`src/rtl/irq_pkg.sv`:
```
// Shared types and vector-select encodings for the interrupt controller.
package irq_pkg;

  typedef enum logic [1:0] {
    RST_PEND = 2'b00,
    RUN      = 2'b01,
    SERVICE  = 2'b10,
    WAIT     = 2'b11
  } irq_state_t;

  localparam logic [1:0] VEC_NMI = 2'b01;
  localparam logic [1:0] VEC_RST = 2'b10;
  localparam logic [1:0] VEC_IRQ = 2'b11;

endpackage

```
`src/rtl/pin_sync.sv`:
```
// Multi-flop synchroniser for an asynchronous active-low pin; preloads to the
// inactive level (1) on reset.
module pin_sync #(
  parameter int SYNC_STAGES = 2
) (
  input  logic clk,
  input  logic reset,
  input  logic d,
  output logic q
);

  logic [SYNC_STAGES-1:0] chain_r;

  // Shift the pin sample through the synchroniser chain.
  always_ff @(posedge clk or posedge reset) begin
    if (reset) begin
      chain_r <= {SYNC_STAGES{1'b1}};
    end else begin
      chain_r <= {chain_r[SYNC_STAGES-2:0], d};
    end
  end

  assign q = chain_r[SYNC_STAGES-1];

endmodule

```
`src/rtl/irq_ctl.sv`:
```
// Interrupt controller: pin synchronisation, NMI edge latch, and the
// RST_PEND/RUN/SERVICE/WAIT sequencer that steers the control unit.
module irq_ctl
  import irq_pkg::*;
#(
  parameter int SYNC_STAGES = 2
) (
  input  logic       clk,
  input  logic       reset,
  input  logic       nmi_n,
  input  logic       irq_n,
  input  logic       sync,
  input  logic       I,
  input  logic       wai,
  input  logic       vec_ack,
  output logic       take,
  output logic [1:0] vec_sel,
  output logic       rdy,
  output logic       nmi_pend
);

  logic             nmi_s;
  logic             irq_s;
  logic             nmi_prev_r;
  logic [SYNC_STAGES:0] armed_r;
  logic             nmi_pend_r;
  logic             nmi_edge;
  logic             nmi_clear;
  logic             irq_lvl;
  logic             irq_event;
  irq_state_t       state_r;
  irq_state_t       state_nx;
  logic [1:0]       vec_r;
  logic [1:0]       vec_nx;

  pin_sync #(.SYNC_STAGES(SYNC_STAGES)) u_nmi_sync (
    .clk   (clk),
    .reset (reset),
    .d     (nmi_n),
    .q     (nmi_s)
  );

  pin_sync #(.SYNC_STAGES(SYNC_STAGES)) u_irq_sync (
    .clk   (clk),
    .reset (reset),
    .d     (irq_n),
    .q     (irq_s)
  );

  // Edges only count once both compared samples came from the real pin,
  // so the preloaded 1s cannot fake a falling edge after reset.
  assign nmi_edge  = armed_r[SYNC_STAGES] & nmi_prev_r & ~nmi_s;
  assign irq_lvl   = ~irq_s;
  assign irq_event = nmi_pend_r | (irq_lvl & ~I);
  assign nmi_pend  = nmi_pend_r;

  // State, captured vector, NMI latch and synchroniser-flush tracking.
  always_ff @(posedge clk or posedge reset) begin
    if (reset) begin
      state_r    <= RST_PEND;
      vec_r      <= VEC_RST;
      nmi_pend_r <= 1'b0;
      nmi_prev_r <= 1'b1;
      armed_r    <= {(SYNC_STAGES+1){1'b0}};
    end else begin
      state_r    <= state_nx;
      vec_r      <= vec_nx;
      nmi_pend_r <= nmi_edge | (nmi_pend_r & ~nmi_clear);
      nmi_prev_r <= nmi_s;
      armed_r    <= {armed_r[SYNC_STAGES-1:0], 1'b1};
    end
  end

  // Next-state and output decode.
  always_comb begin
    state_nx  = state_r;
    vec_nx    = vec_r;
    take      = 1'b0;
    vec_sel   = VEC_IRQ;
    rdy       = 1'b1;
    nmi_clear = 1'b0;
    case (state_r)
      RST_PEND: begin
        take    = 1'b1;
        vec_sel = VEC_RST;
        if (vec_ack) begin
          state_nx = RUN;
        end else begin
          state_nx = RST_PEND;
        end
      end
      RUN: begin
        vec_sel = nmi_pend_r ? VEC_NMI : VEC_IRQ;
        take    = sync & irq_event;
        if (take) begin
          state_nx  = SERVICE;
          vec_nx    = vec_sel;
          nmi_clear = nmi_pend_r;
        end else if (wai) begin
          state_nx = WAIT;
        end else begin
          state_nx = RUN;
        end
      end
      SERVICE: begin
        vec_sel = vec_r;
        if (vec_ack) begin
          state_nx = RUN;
        end else begin
          state_nx = SERVICE;
        end
      end
      WAIT: begin
        rdy     = 1'b0;
        vec_sel = nmi_pend_r ? VEC_NMI : VEC_IRQ;
        // Wake-up ignores the I flag.
        if (nmi_pend_r | irq_lvl) begin
          state_nx = RUN;
        end else begin
          state_nx = WAIT;
        end
      end
      default: begin
        state_nx = RST_PEND;
        take     = 1'b1;
        vec_sel  = VEC_RST;
      end
    endcase
  end

endmodule

```
`config.mk`:
```
export PLATFORM = sky130hd
export DESIGN_NAME = irq_ctl
export DESIGN_NICKNAME = d
export VERILOG_FILES = /design/src/rtl/irq_pkg.sv /design/src/rtl/pin_sync.sv /design/src/rtl/irq_ctl.sv
export SDC_FILE = /design/constraint.sdc
export NUM_CORES = 1
export LEC_CHECK = 0
export ABC_CLOCK_PERIOD_IN_PS = 2980
export BUFFER_PORTS_ARGS = -buffer_cell sky130_fd_sc_hd__buf_2
export CORE_AREA = 10 10 47 49
export CTS_BUF_LIST = sky130_fd_sc_hd__clkbuf_2
export CTS_CLUSTER_SIZE = 10
export DETAILED_ROUTE_END_ITERATION = 10
export DIE_AREA = 0 0 57 59
export PLACE_DENSITY = 0.66
export REMOVE_ABC_BUFFERS = 1
export SLEW_MARGIN = 0
export SYNTH_ARGS = -nofsm -noshare
export SYNTH_HDL_FRONTEND = slang
export SYNTH_SLANG_ARGS = --single-unit
```
`constraint.sdc`:
```
create_clock -name clk -period 2.98 [get_ports clk]
set_clock_uncertainty 0.1 [all_clocks]
set_input_delay 0.745 -clock clk [delete_from_list [all_inputs] [get_ports clk]]
set_output_delay 0.745 -clock clk [all_outputs]
set_load 0.005 [all_outputs]
```
### Word-level counts from Yosys, hierarchy flattened

Cells that the tools add are included.

| word-level totals | value |
|---|---|
| bits in registers | 13 |
| logic and storage cells | 37 |
| input port bits | 8 |
| output and inout port bits | 5 |

| cells by class | value |
|---|---|
| multiplexer cells | 12 |
| reduce and logical (&&, ||, !) cells | 3 |
| equality and inequality tests | 3 |
| bitwise logic cells | 12 |

Operators with widths:

| cell | number |
|---|---|
| two-way mux 2 bit | 5 |
| one-hot mux 2 bit (4 select lines) | 1 |
| one-hot mux 2 bit (3 select lines) | 1 |
| bitwise AND 1 bit | 5 |
| equality test 2 bit, second input constant | 2 |
| two-way mux 1 bit | 4 |
| inverter 1 bit | 4 |
| bitwise OR 1 bit | 3 |
| equality test 2 x 1 -> 1 bit, second input constant | 1 |
| zero test 2 bit | 1 |
| one-hot mux 1 bit (2 select lines) | 1 |
| AND reduction 2 bit | 1 |
| OR reduction 2 bit | 1 |

### Depth between registers and ports, before layout

Gate-level depths: netlist of the first run.

| depth | value |
|---|---|
| depth after elaboration | 9 |
| depth in mapped cells | 4 |

### Hierarchy

A second synthesis of the first run with hierarchy kept.

| unflattened totals | value |
|---|---|
| cells, all modules | 38 |
| area total of the unflattened synthesis | 494.2 sq um |

Modules (own cells, without submodules):

| module | cells an instance | seq. area each (sq um) | times used | area an instance (sq um) |
|---|---|---|---|---|
| irq_ctl | 32 | 227.7 | 1 | 381.6 |
| pin_sync | 3 | 52.6 | 2 | 56.3 |

### Least setup slack after synthesis of the first run

OpenSTA, ideal clock, no wires.

| path | value |
|---|---|
| kind | input port to output port |
| start | input I |
| end | output take |
| path buffers | 0 |
| data arrival time | 1.106 ns |
| stages | 3 |
| slack | 1.029 ns |
| data required time | 2.135 ns |
| cells stage by stage | o21bai_2 > nand3b_1 > o21ai_0 |

| on the way | value |
|---|---|
| word-level cells in the longest chain between the ends | 5 |

Ends and longest elaborated chain:

| element | line | RTL |
|---|---|---|
| start: declaration | irq_ctl.sv:13 | `input logic I,` |
| inverter 1 bit | irq_ctl.sv:54 | `assign irq_event = nmi_pend_r \| (irq_lvl & ~I);` |
| bitwise AND 1 bit | irq_ctl.sv:54 |  |
| bitwise OR 1 bit | irq_ctl.sv:54 |  |
| bitwise AND 1 bit | irq_ctl.sv:94 | `take = sync & irq_event;` |
| one-hot mux 1 bit (2 select lines) | irq_ctl.sv:82 | `case (state_r)` |
| end: declaration | irq_ctl.sv:16 | `output logic take,` |

Every way passes these cells.

### Worst setup path in the final report of the first run

Same ends and word-level chain as after synthesis.

==> results.cfg, run 1 <==
[grt]
grt_max_degree = 14
grt_pass1_vias = 337
antenna_found_initial = 0
grt_util_all_layers_pct = 5.53
grt.overflow.total = 0
grt_first_pass_wirelength_um = 1410

[power]
switching_share_pct = 31.6
leakage_nw = 0.279
internal_power_w = 0.000328
power_density_nw_per_um2 = 836
pwr-share-seq_pct = 53.4
vdd_drop_max_uv = 393
power.switching_w = 0.000152
p_comb_share_pct = 28.6
clkPwrFrac_pct = 18.0

[timing]
slew_viol_final = 0
hold_viol_final = 0
setup_viol = 0
worst_slack_ns = 0.795
finalSetupTns_ns = 0
fmax_ghz = 0.458
rsz0062_at_grt = no
layout_min_cycle_time_ns = 2.18
min_period_over_period_pct = 73.3

[cells_and_area]
layout.nets = 61
fin_util_pct = 41.0
area_delta_synth_final_pct = 19.8
drive_above_1_share_pct = 46.2
instances_no_fill = 68
final_area_um2 = 574
antenna_cells = 0

[logic_synthesis]
synth_edf_count = 0
synthDistinctLibCells = 20
synth-main-ff-cell = dfrtp_1
synth_top_cell_area_share_pct = 36.6
synth_top_family_by_area = compound AO/OA/AOI/OAI gates
yosysSeqAreaShare_pct = 69.5
yosysTopAreaCell = dfrtp_1
synth_compound_area_share_pct = 12.5
syn_area_per_cell_um2 = 13.0
ys_ff_latch = 13
synth_simple_gate_area_share_pct = 11.7
syn_inst = 37
yosys.area_share.adder_pct = 0
synth_mux_area_share_pct = 2.09
synth_area_um2 = 479
yosys.area_share.xor_xnor_pct = 0
ys.warnings.count = 0
ys_top_cells_by_area = dfrtp_1, dfstp_2, nand3b_1
async_reset_ff_share_pct = 100

[setup_path]
critical_path_class = input port to primary output
required_ns = 2.13
cp-startpoint = I
cp-start-kind = input port
r2r_start = state_r[1]
worstPathMaxFanout = 2
worstPathArrival_ns = 1.34
reg2regPathDepth = 3
endpoint = take
worst-r2r-setup-slack_ns = 1.81
r2r_end = vec_r[1]
endpoint_kind = primary output

[placement]
place.gp.congestion = 0.669
dpl.cell_count = 64
dpl_cell_area_um2 = 554
io_buffers = 12
hpwlAfterDp_um = 614
place_ws_ns = 0.789

[detailed_routing]
drt_drc_violations_left = 0
drt_iter0_drc = 1
drt.antenna.violating_nets = 0
via_per_inst = 4.35
vias = 296
firstDrtPassIters = 2
finalWirelength_um = 797
wl_per_cell_um = 11.7

[floorplan]
io_pins = 13
initial_core_util_pct = 34.2
fp.coreArea_um2 = 1400
die_h_um = 59
die_area_um2 = 3360
die_w_um = 57
std_cell_rows = 14

[clocking]
numCtsBuffers = 3
max-clock-path-buffers = 2
path_clk_slew_ns = 0.12
cts_setup_buffers = 0
ctsRootBufferMaster = clkbuf_2
cts_tree = done
clock_latency_ns = 0.25
cts.sinks = 13
h-tree-depth = 1
postCtsHoldBufs = 0
cts_resized = 0

[run_status]
status = complete, no violations

[min_path]
hp-class = flop to flop

[run]
drv_cap = 0
-- worst min-delay path by stage --
stage / cells past startpoint / to / from / slack (ns)
2_1_floorplan: 0 / armed_r[1] / armed_r[0] / 0.23
6_report: 0 / u_nmi_sync.chain_r[1] / u_nmi_sync.chain_r[0] / 0.25
5_1_grt: 0 / u_nmi_sync.chain_r[1] / u_nmi_sync.chain_r[0] / 0.26
3_3_place_gp: 0 / armed_r[2] / armed_r[1] / 0.23
3_5_place_dp: 0 / armed_r[2] / armed_r[1] / 0.24
4_1_cts: 0 / u_irq_sync.chain_r[1] / u_irq_sync.chain_r[0] / 0.26
-- critical path: stages --
cell	delay, ns
buf_2	0.10
o21bai_2	0.17
nand3b_1	0.12
o21ai_0	0.08
buf_2	0.13
-- cells in the final DEF (no fill, tap or decap), types with 2 or more instances in the layout --
cell      Yosys  routed
buf_2         1      12
dfstp_2       6       6
clkbuf_2      0       4
a21oi_1       2       2
nand3b_1      2       2
nand2_1       3       3
inv_1         3       3
dfrtp_1       7       7
-- synthesized netlist by cell type (2+ instances only) --
cell,count
inv_1,3
dfrtp_1,7
nand2_1,3
nand3b_1,2
a21oi_1,2
dfstp_2,6
-- sequential cells by signal, indices dropped and copies added, names as in the netlist --
register and count:
armed_r 3, state_r 2, u_irq_sync.chain_r 2, u_nmi_sync.chain_r 2
vec_r 2, nmi_pend 1, nmi_prev_r 1
-- layout make-up --
class                   count  area (um2)
fillers                   148         827
flip-flops and latches     13         333
multi-input cells          20         130
well taps                  16        20.0
clock buffers               4        20.0
repair buffers             12        60.1
inverters                   3        11.3
-- per-layer routing --
metal / vias to the layer above / track usage [%] / part of all wire (%)
met5: - / 0 / 0
met4: 0 / 4.03 / 1.3
met3: 2 / 3.22 / 3.9
met2: 7 / 8.53 / 49
met1: 136 / 5.47 / 46
li1: 151 / - / -
-- metrics by stage --
| step | power (W) | hold WS, ns |
|---|---|---|
| final | 0.000480 | 0.254 |
| after CTS | 0.000491 | 0.264 |
| after global placement | 0.000395 | 0.231 |
| after detailed placement | 0.000402 | 0.239 |
| after floorplan | 0.000338 | 0.231 |
| after global routing | 0.000523 | 0.263 |
-- logic make-up after synthesis --
group	Yosys count
compound gates	9
buf+inv	4
flops	13
mux	1
other cells	1
simple gates	9
-- power groups by stage --
stage | Sequential (W) | Clock (W) | Combinational (W)
floorplan | 0.000250 | 0 | 0.0000887
global placement | 0.000257 | 0 | 0.000138
detailed placement | 0.000260 | 0 | 0.000142
CTS | 0.000257 | 0.0000919 | 0.000143
global route | 0.000262 | 0.000102 | 0.000159
finish | 0.000256 | 0.0000864 | 0.000137
Note: power is estimated with default switching activity, not from simulation.
==> run 2: changes to the inputs <==
--- a/config.mk
+++ b/config.mk
@@ -5,14 +5,14 @@
 export SDC_FILE = /design/constraint.sdc
 export NUM_CORES = 1
 export LEC_CHECK = 0
-export ABC_CLOCK_PERIOD_IN_PS = 2980
+export ABC_CLOCK_PERIOD_IN_PS = 1800
 export BUFFER_PORTS_ARGS = -buffer_cell sky130_fd_sc_hd__buf_2
 export CORE_AREA = 10 10 47 49
 export CTS_BUF_LIST = sky130_fd_sc_hd__clkbuf_2
 export CTS_CLUSTER_SIZE = 10
 export DETAILED_ROUTE_END_ITERATION = 10
 export DIE_AREA = 0 0 57 59
-export PLACE_DENSITY = 0.66
+export PLACE_DENSITY = 0.69
 export REMOVE_ABC_BUFFERS = 1
 export SLEW_MARGIN = 0
 export SYNTH_ARGS = -nofsm -noshare
==> constraint.sdc (replaced) <==
create_clock -name clk -period 1.8 [get_ports clk]
set_clock_uncertainty 0.1 [all_clocks]
set_input_delay 0.45 -clock clk [delete_from_list [all_inputs] [get_ports clk]]
set_output_delay 0.45 -clock clk [all_outputs]
set_load 0.005 [all_outputs]
==> results.cfg, run 2 (synthesis results as in run 1) <==
[run_status]
status = complete, no violations

[grt]
grt_util_all_layers_pct = 5.73
antenna_found_initial = 0
grt.overflow.total = 0
grt_pass1_vias = 304
grt_first_pass_wirelength_um = 1450
grt_max_degree = 14

[timing]
setup_viol = 0
layout_min_cycle_time_ns = 1.73
min_period_over_period_pct = 96.2
finalSetupTns_ns = 0
slew_viol_final = 0
fmax_ghz = 0.577
worst_slack_ns = 0.0679
rsz0062_at_grt = yes
hold_viol_final = 0

[setup_path]
endpoint_kind = primary output
worstPathArrival_ns = 1.18
r2r_start = state_r[1]
reg2regPathDepth = 3
required_ns = 1.25
worstPathMaxFanout = 2
worst-r2r-setup-slack_ns = 0.62
critical_path_class = flop to primary output
cp-start-kind = flop
r2r_end = state_r[0]

[cells_and_area]
final_area_um2 = 597
drive_above_1_share_pct = 48.1
largest_register_ff_count = 3
instances_no_fill = 70
final_cell_mix = buf_2, dfrtp_1, dfstp_2, clkbuf_2
layout.nets = 63
top_register = armed_r
final_common_cell = buf_2
antenna_cells = 0
area_delta_synth_final_pct = 24.5

[floorplan]
die_h_um = 59
die_area_um2 = 3360
fp.coreArea_um2 = 1400
std_cell_rows = 14
initial_core_util_pct = 34.2
io_pins = 13
die_w_um = 57

[clocking]
numCtsBuffers = 3
ctsRootBufferMaster = clkbuf_2
max-clock-path-buffers = 2
cts.sinks = 13
cts_tree = done
path_clk_slew_ns = 0.11
h-tree-depth = 1
clock_latency_ns = 0.25

[detailed_routing]
wl_per_cell_um = 11.6
finalWirelength_um = 813
drt_iter0_drc = 7
firstDrtPassIters = 3
via_per_inst = 4.39
vias = 307
drt_drc_violations_left = 0
drt.antenna.violating_nets = 0

[placement]
dpl_cell_area_um2 = 562
place.gp.congestion = 0.680
io_buffers = 12
place_ws_ns = 0.178
dpl.cell_count = 65
hpwlAfterDp_um = 647

[power]
leakage_nw = 0.290
vdd_drop_max_uv = 485
power_density_nw_per_um2 = 1400

[run]
drv_cap = 0

[min_path]
hp-class = input port to asynchronous set/reset pin
run 2: changes by cell type in the layout (fill, tap and decap cells not counted):
cell / previous run / this run
o21ai_0: 1 / 0
o21bai_2: 1 / 0
o21bai_4: 0 / 1
buf_4: 0 / 2
o21ai_1: 1 / 2
run 2: stage by stage:
stage	total power (W)	utilization (%)	hold WS, ns
floorplan	0.000560	-	0.223
global placement	0.000669	40.1	0.232
detailed placement	0.000684	40.1	0.236
CTS	0.000841	42.1	0.0721
global route	0.000914	42.6	0.0623
finish	0.000838	42.6	0.0769
run 2: final cells by class:
class                   instances  area [um2]
fillers                       147         805
flip-flops and latches         13         333
multi-input cells              20         138
repair buffers                 14        75.1
clock buffers                   4        20.0
well taps                      16        20.0
inverters                       3        11.3
run 2: worst max-delay path, cell delays in order (launching register included):
cell and delay, ns:
dfstp_2 0.57, o21bai_4 0.06, nand3b_1 0.10, o21ai_1 0.07, buf_2 0.13
run 2: how the worst max path moves through the flow:
| stage | from | endpoint | slack (ns) |
|---|---|---|---|
| 2_1_floorplan | nmi_pend | take | 0.42 |
| 3_3_place_gp | I | take | 0.20 |
| 3_5_place_dp | I | take | 0.18 |
| 4_1_cts | u_irq_sync.chain_r[1] | take | 0.008 |
| 5_1_grt | u_irq_sync.chain_r[1] | take | -0.05 |
| 6_report | u_irq_sync.chain_r[1] | take | 0.07 |
run 2: what timing repair did:
item	4_1_cts	5_1_grt
setup endpoints to repair	1	2
buffers inserted	0	1
hold buffers	0	0
endpoints found under the hold margin	0	0
pin swaps	1	2
resized for setup	2	0
cloned	0	0
run 2: where the power goes:
part / switching, W / total, W / leakage, nW / internal (W)
registers: 0.0000588 / 0.000417 / 0.140 / 0.000358
clock network: 0.0000818 / 0.000141 / 0.0166 / 0.0000590
logic: 0.000121 / 0.000281 / 0.133 / 0.000161
run 2: layer usage:
layer / up-vias / part of all wire, % / track usage (%) / wire length, um
met5: - / 0 / 0 / 0
met4: 0 / 2.3 / 4.03 / 19
met3: 4 / 8.2 / 4.72 / 67
met2: 9 / 45 / 7.75 / 362
met1: 139 / 45 / 5.77 / 364
li1: 155 / - / - / -
